`config.mk`:
```
export PLATFORM = sky130hd
export DESIGN_NAME = sdram_port_arbiter
export DESIGN_NICKNAME = d
export VERILOG_FILES = /design/src/rtl/sdram_port_arbiter.sv
export SDC_FILE = /design/constraint.sdc
export NUM_CORES = 1
export LEC_CHECK = 0
export ABC_AREA = 1
export ABC_CLOCK_PERIOD_IN_PS = 2650
export CELL_PAD_IN_SITES_DETAIL_PLACEMENT = 1
export CELL_PAD_IN_SITES_GLOBAL_PLACEMENT = 2
export CORE_ASPECT_RATIO = 0.9
export CORE_MARGIN = 10
export CORE_UTILIZATION = 28
export CTS_BUF_LIST = sky130_fd_sc_hd__clkbuf_4 sky130_fd_sc_hd__clkbuf_8
export CTS_CLUSTER_DIAMETER = 100
export CTS_CLUSTER_SIZE = 8
export DETAILED_ROUTE_END_ITERATION = 7
export DONT_BUFFER_PORTS = 1
export GPL_TIMING_DRIVEN = 0
export PLACE_DENSITY = 0.81
export SKIP_CTS_REPAIR_TIMING = 1
export SLEW_MARGIN = 20
export SYNTH_ARGS = -nofsm -noshare
export SYNTH_HDL_FRONTEND = slang
export SYNTH_SLANG_ARGS = --single-unit
```
`constraint.sdc`:
```
create_clock -name SYS_CLK -period 2.65 [get_ports SYS_CLK]
set_clock_uncertainty 0.15 [all_clocks]
set_input_delay 0.53 -clock SYS_CLK [delete_from_list [all_inputs] [get_ports SYS_CLK]]
set_output_delay 0.53 -clock SYS_CLK [all_outputs]
set_load 0.1 [all_outputs]
```
`src/rtl/sdram_port_arbiter.sv`:
```
// Round-robin arbiter sharing one SDRAM controller port between two masters.
// In-order tag FIFO steers each read return back to its issuing master.
module sdram_port_arbiter #(
  parameter int ADDR_W      = 22,
  parameter int DATA_W      = 16,
  parameter int BE_W        = 2,
  parameter int MAX_PENDING = 4
) (
  input  logic              SYS_CLK,
  input  logic              user_reset_button,
  input  logic              m0_rd_n,
  input  logic              m0_wr_n,
  input  logic [ADDR_W-1:0] m0_addr,
  input  logic [DATA_W-1:0] m0_wdata,
  input  logic [BE_W-1:0]   m0_be_n,
  output logic              m0_wait_req,
  output logic              m0_valid,
  output logic [DATA_W-1:0] m0_rdata,
  input  logic              m1_rd_n,
  input  logic              m1_wr_n,
  input  logic [ADDR_W-1:0] m1_addr,
  input  logic [DATA_W-1:0] m1_wdata,
  input  logic [BE_W-1:0]   m1_be_n,
  output logic              m1_wait_req,
  output logic              m1_valid,
  output logic [DATA_W-1:0] m1_rdata,
  output logic [ADDR_W-1:0] az_addr,
  output logic [DATA_W-1:0] az_data,
  output logic [BE_W-1:0]   az_be_n,
  output logic              az_rd_n,
  output logic              az_wr_n,
  input  logic [DATA_W-1:0] za_data,
  input  logic              za_valid,
  input  logic              za_waitrequest,
  output logic [$clog2(MAX_PENDING):0] o_pending,
  output logic              o_unexpected_valid
);

  localparam int PW = $clog2(MAX_PENDING);
  localparam int CW = PW + 1;
  localparam logic [CW-1:0] FULL_CNT = CW'(MAX_PENDING);

  localparam logic [1:0] IDLE = 2'd0;
  localparam logic [1:0] GNT0 = 2'd1;
  localparam logic [1:0] GNT1 = 2'd2;

  logic [1:0]             state_q, state_d;
  logic                   ptr_q, ptr_d;
  logic [MAX_PENDING-1:0] tag_q, tag_d;
  logic [PW-1:0]          wptr_q, wptr_d;
  logic [PW-1:0]          rptr_q, rptr_d;
  logic [CW-1:0]          cnt_q, cnt_d;
  logic                   unexp_q, unexp_d;

  logic req0, req1, rd0, rd1;
  logic gnt0, gnt1, full, empty;
  logic acc0, acc1, push, pop, head;

  // Write wins when both strobes are low.
  assign req0  = ~m0_rd_n | ~m0_wr_n;
  assign req1  = ~m1_rd_n | ~m1_wr_n;
  assign rd0   = ~m0_rd_n & m0_wr_n;
  assign rd1   = ~m1_rd_n & m1_wr_n;
  assign gnt0  = (state_q == GNT0);
  assign gnt1  = (state_q == GNT1);
  assign full  = (cnt_q == FULL_CNT);
  assign empty = (cnt_q == '0);

  assign m0_wait_req = ~gnt0 | za_waitrequest | (rd0 & full);
  assign m1_wait_req = ~gnt1 | za_waitrequest | (rd1 & full);
  assign acc0 = gnt0 & req0 & ~m0_wait_req;
  assign acc1 = gnt1 & req1 & ~m1_wait_req;
  assign push = (acc0 & rd0) | (acc1 & rd1);
  assign pop  = za_valid & ~empty;
  assign head = tag_q[rptr_q];

  assign m0_valid = pop & ~head;
  assign m1_valid = pop & head;
  assign m0_rdata = za_data;
  assign m1_rdata = za_data;
  assign o_pending = cnt_q;
  assign o_unexpected_valid = unexp_q;

  always_comb begin
    az_addr = '0;
    az_data = '0;
    az_be_n = '0;
    az_rd_n = 1'b1;
    az_wr_n = 1'b1;
    unique case (1'b1)
      gnt0: begin
        az_addr = m0_addr;
        az_data = m0_wdata;
        az_be_n = m0_be_n;
        az_rd_n = ~(rd0 & ~full);
        az_wr_n = m0_wr_n;
      end
      gnt1: begin
        az_addr = m1_addr;
        az_data = m1_wdata;
        az_be_n = m1_be_n;
        az_rd_n = ~(rd1 & ~full);
        az_wr_n = m1_wr_n;
      end
      default: ;
    endcase
  end

  always_comb begin
    state_d = state_q;
    ptr_d   = ptr_q;
    unique case (1'b1)
      gnt0: begin
        if (acc0) begin
          ptr_d   = 1'b1;
          state_d = req1 ? GNT1 : IDLE;
        end else if (!req0) begin
          state_d = IDLE;
        end
      end
      gnt1: begin
        if (acc1) begin
          ptr_d   = 1'b0;
          state_d = req0 ? GNT0 : IDLE;
        end else if (!req1) begin
          state_d = IDLE;
        end
      end
      default: begin
        if (req0 && req1) state_d = ptr_q ? GNT1 : GNT0;
        else if (req0)    state_d = GNT0;
        else if (req1)    state_d = GNT1;
        else              state_d = IDLE;
      end
    endcase
  end

  always_comb begin
    tag_d  = tag_q;
    wptr_d = wptr_q;
    rptr_d = rptr_q;
    cnt_d  = cnt_q;
    if (push) begin
      tag_d[wptr_q] = acc1;
      wptr_d = wptr_q + PW'(1);
    end
    if (pop) rptr_d = rptr_q + PW'(1);
    if (push && !pop)      cnt_d = cnt_q + CW'(1);
    else if (pop && !push) cnt_d = cnt_q - CW'(1);
    unexp_d = unexp_q | (za_valid & empty);
  end

  always_ff @(posedge SYS_CLK or posedge user_reset_button) begin
    if (user_reset_button) begin
      state_q <= IDLE;
      ptr_q   <= 1'b0;
      tag_q   <= '0;
      wptr_q  <= '0;
      rptr_q  <= '0;
      cnt_q   <= '0;
      unexp_q <= 1'b0;
    end else begin
      state_q <= state_d;
      ptr_q   <= ptr_d;
      tag_q   <= tag_d;
      wptr_q  <= wptr_d;
      rptr_q  <= rptr_d;
      cnt_q   <= cnt_d;
      unexp_q <= unexp_d;
    end
  end

endmodule
```
==> qor.yml <==
status:
  outcome: "finished, final reports clean"
layout:
  final_layout_size_suffix_gt1_frac: 0.4379
  multi_input_area_um2: 1531
  diodes: 0
  area_delta_synth_final_pct: 41.04
  filler_cell_count: 763
  seqCellArea_um2: 386.6
  nNetsFinal: 403
yosys:
  synth_common_cells: "106 x nand2_1, 45 x a21oi_1, 34 x buf_4"
  synth_top_area_cell: "nand2_1"
  netlist_area_um2: 1802
  synth_cell_types: 27
  synth_most_common_cell: "nand2_1"
  yosysSeqAreaShare: 0.2083
  synthArstFlopShare: 1.000
  synth_edf_count: 0
  yosys_warnings: 0
  syn_inst: 284
  synth_nets: 396
  avgSynthCellArea_um2: 6.344
  dominantRegCellSynth: "dfrtp_1"
  yosysTopAreaCellShare: 0.2208
  ys_seq_elements: 15
  yosys-top-cells-area: "nand2_1 22%, dfrtp_1 21%, buf_4 14%"
grt:
  antenna_found_initial: 0
  grtUsageTotal: 0.1304
  grt_pass1_wl_um: 10760
  grt-ovfl-total: 0
  grt_max_degree: 16
  first_global_vias: 1969
worst_setup_path:
  cp_top_family: "compound AO/OA/AOI/OAI gates"
  crit_path_start_kind: "register"
  crit_path_top_delay_cell: "a21oi_4"
  crit_chain: "inv_1 -> ha_2 -> buf_4 -> clkbuf_4 -> nand2_1 -> a21oi_4"
  cpPeakStageDelay_ns: 0.61
  cp_max_fo: 10
  rrSetupSlack_ns: 0.19
  cp.required_ns: 1.97
  arrival_ns: 1.91
  endpoint_kind: "output pin"
  critPathBufInv: 3
  crit_type: "register to output pin"
cts:
  clk_pin_slew_worst_paths_ns: 0.06
  cts_tree: "built"
  clock_latency_ns: 0.24
  htreeDepth: 1
  clockBufferDepth: 2
  root_buffer: "clkbuf_8"
  cts_inserted_buffers: 3
  cts_sinks: 15
drt:
  dr.pass1.iters: 4
  wl_um: 7561
  ant_nets: 0
  wl_per_cell_um: 20.06
  drcViolationCount: 0
  num_vias: 1838
  dr.first_iter.drc_count: 46
  avgViaCountPerCell: 4.875
place:
  port_buffers: 0
  hpwl_um: 6517
  gp_congestion: 0.7065
timing:
  maxSlewViolCount: 0
  fin_crit_sh: 0.9790
  relSlewSlack: 0.4042
  post-route-min-period_ns: 2.594
  setup_viol_count_final: 0
  rsz0062_at_grt: "true"
  max_freq_mhz: 385.5
  hold_slack_ns: 0.08618
  worstMarginPinSlew_ns: 0.8938
  hold_viol: 0
hold_path:
  worstHoldPathType: "primary input to async pin"
die:
  die_w_um: 104.6
  die_h_um: 96.10
  core_area_um2: 6182
  die_area_um2: 10050
  start_util: 0.2914
  num_rows: 27
  io_pins: 186
job:
  maxCapViolations: 0
[logic make-up after synthesis]
family / count (synthesis) / share of synthesized area
xor+xnor: 4 / 0.01945
mux: 1 / 0.006250
buf+inv: 63 / 0.2056
fa+ha+maj: 8 / 0.05972
simple gates: 137 / 0.3382
compound gates: 56 / 0.1625
flops: 15 / 0.2083
[routing by layer]
| layer | up-vias | share of wire | GRT usage | wire length, um |
|---|---|---|---|---|
| met5 | - | 0 | 0 | 0 |
| met4 | 0 | 0.0054 | 0.02546 | 41 |
| met3 | 4 | 0.087 | 0.04275 | 657 |
| met2 | 97 | 0.51 | 0.2369 | 3839 |
| met1 | 854 | 0.40 | 0.1483 | 3023 |
| li1 | 883 | - | - | - |
[worst paths after layout]
check,start,endpoint,cells past startpoint
min,user_reset_button,wptr_q[1],1
min in group SYS_CLK,za_valid,o_unexpected_valid,1
max,state_q[0],az_be_n[1],6
min reg2reg,tag_q[0],tag_q[0],2
max in group asynchronous,user_reset_button,o_pending[2],1
max reg2reg,o_pending[0],o_pending[1],8
[stage by stage]
stage / worst slack [ns] / instances / utilization / cell area [um^2] / setup TNS [ns]
floorplan: -0.5328 / 284 / - / 1837 / -19.24
global placement: -0.8562 / 371 / 0.3147 / 1946 / -29.33
detailed placement: -0.4418 / 374 / 0.3809 / 2355 / -8.766
CTS: -0.7238 / 378 / 0.3888 / 2404 / -21.48
global route: -0.03847 / 377 / 0.4111 / 2541 / -0.2662
finish: 0.05565 / 377 / 0.4111 / 2541 / 0
[area by class of cell]
| class | instances | area share |
|---|---|---|
| plain buffers | 46 | 0.1418 |
| flip-flops and latches | 15 | 0.1521 |
| inverters | 16 | 0.02363 |
| repair buffers | 3 | 0.01773 |
| well taps | 87 | 0.04284 |
| multi-input cells | 206 | 0.6027 |
| clock buffers | 4 | 0.01920 |
[sequential cells by signal, summed over array words and instances (netlist names)]
name and cells:
state_q 2, tag_q 4, o_pending 3, ptr_q 1
rptr_q 2, wptr_q 2, o_unexpected_valid 1
[layout by cell type (no fill, tap or decap), types with 2 or more instances in the layout]
cell type	count
nand2_1	103
buf_4	41
a21oi_4	37
inv_1	13
dfrtp_1	12
nand2_2	9
o21ai_1	7
nor2_1	6
ha_1	6
a21oi_1	5
nor2_4	4
nand3_2	4
nand3_1	4
buf_6	4
inv_2	3
nor2_2	3
xor2_1	3
a21oi_2	3
clkbuf_8	3
dfrtp_4	3
buf_8	3
nand2_4	2
clkbuf_4	2
Power is not shown: default switching activity piles up to over one toggle a cycle in this logic, so the estimate is an artifact.
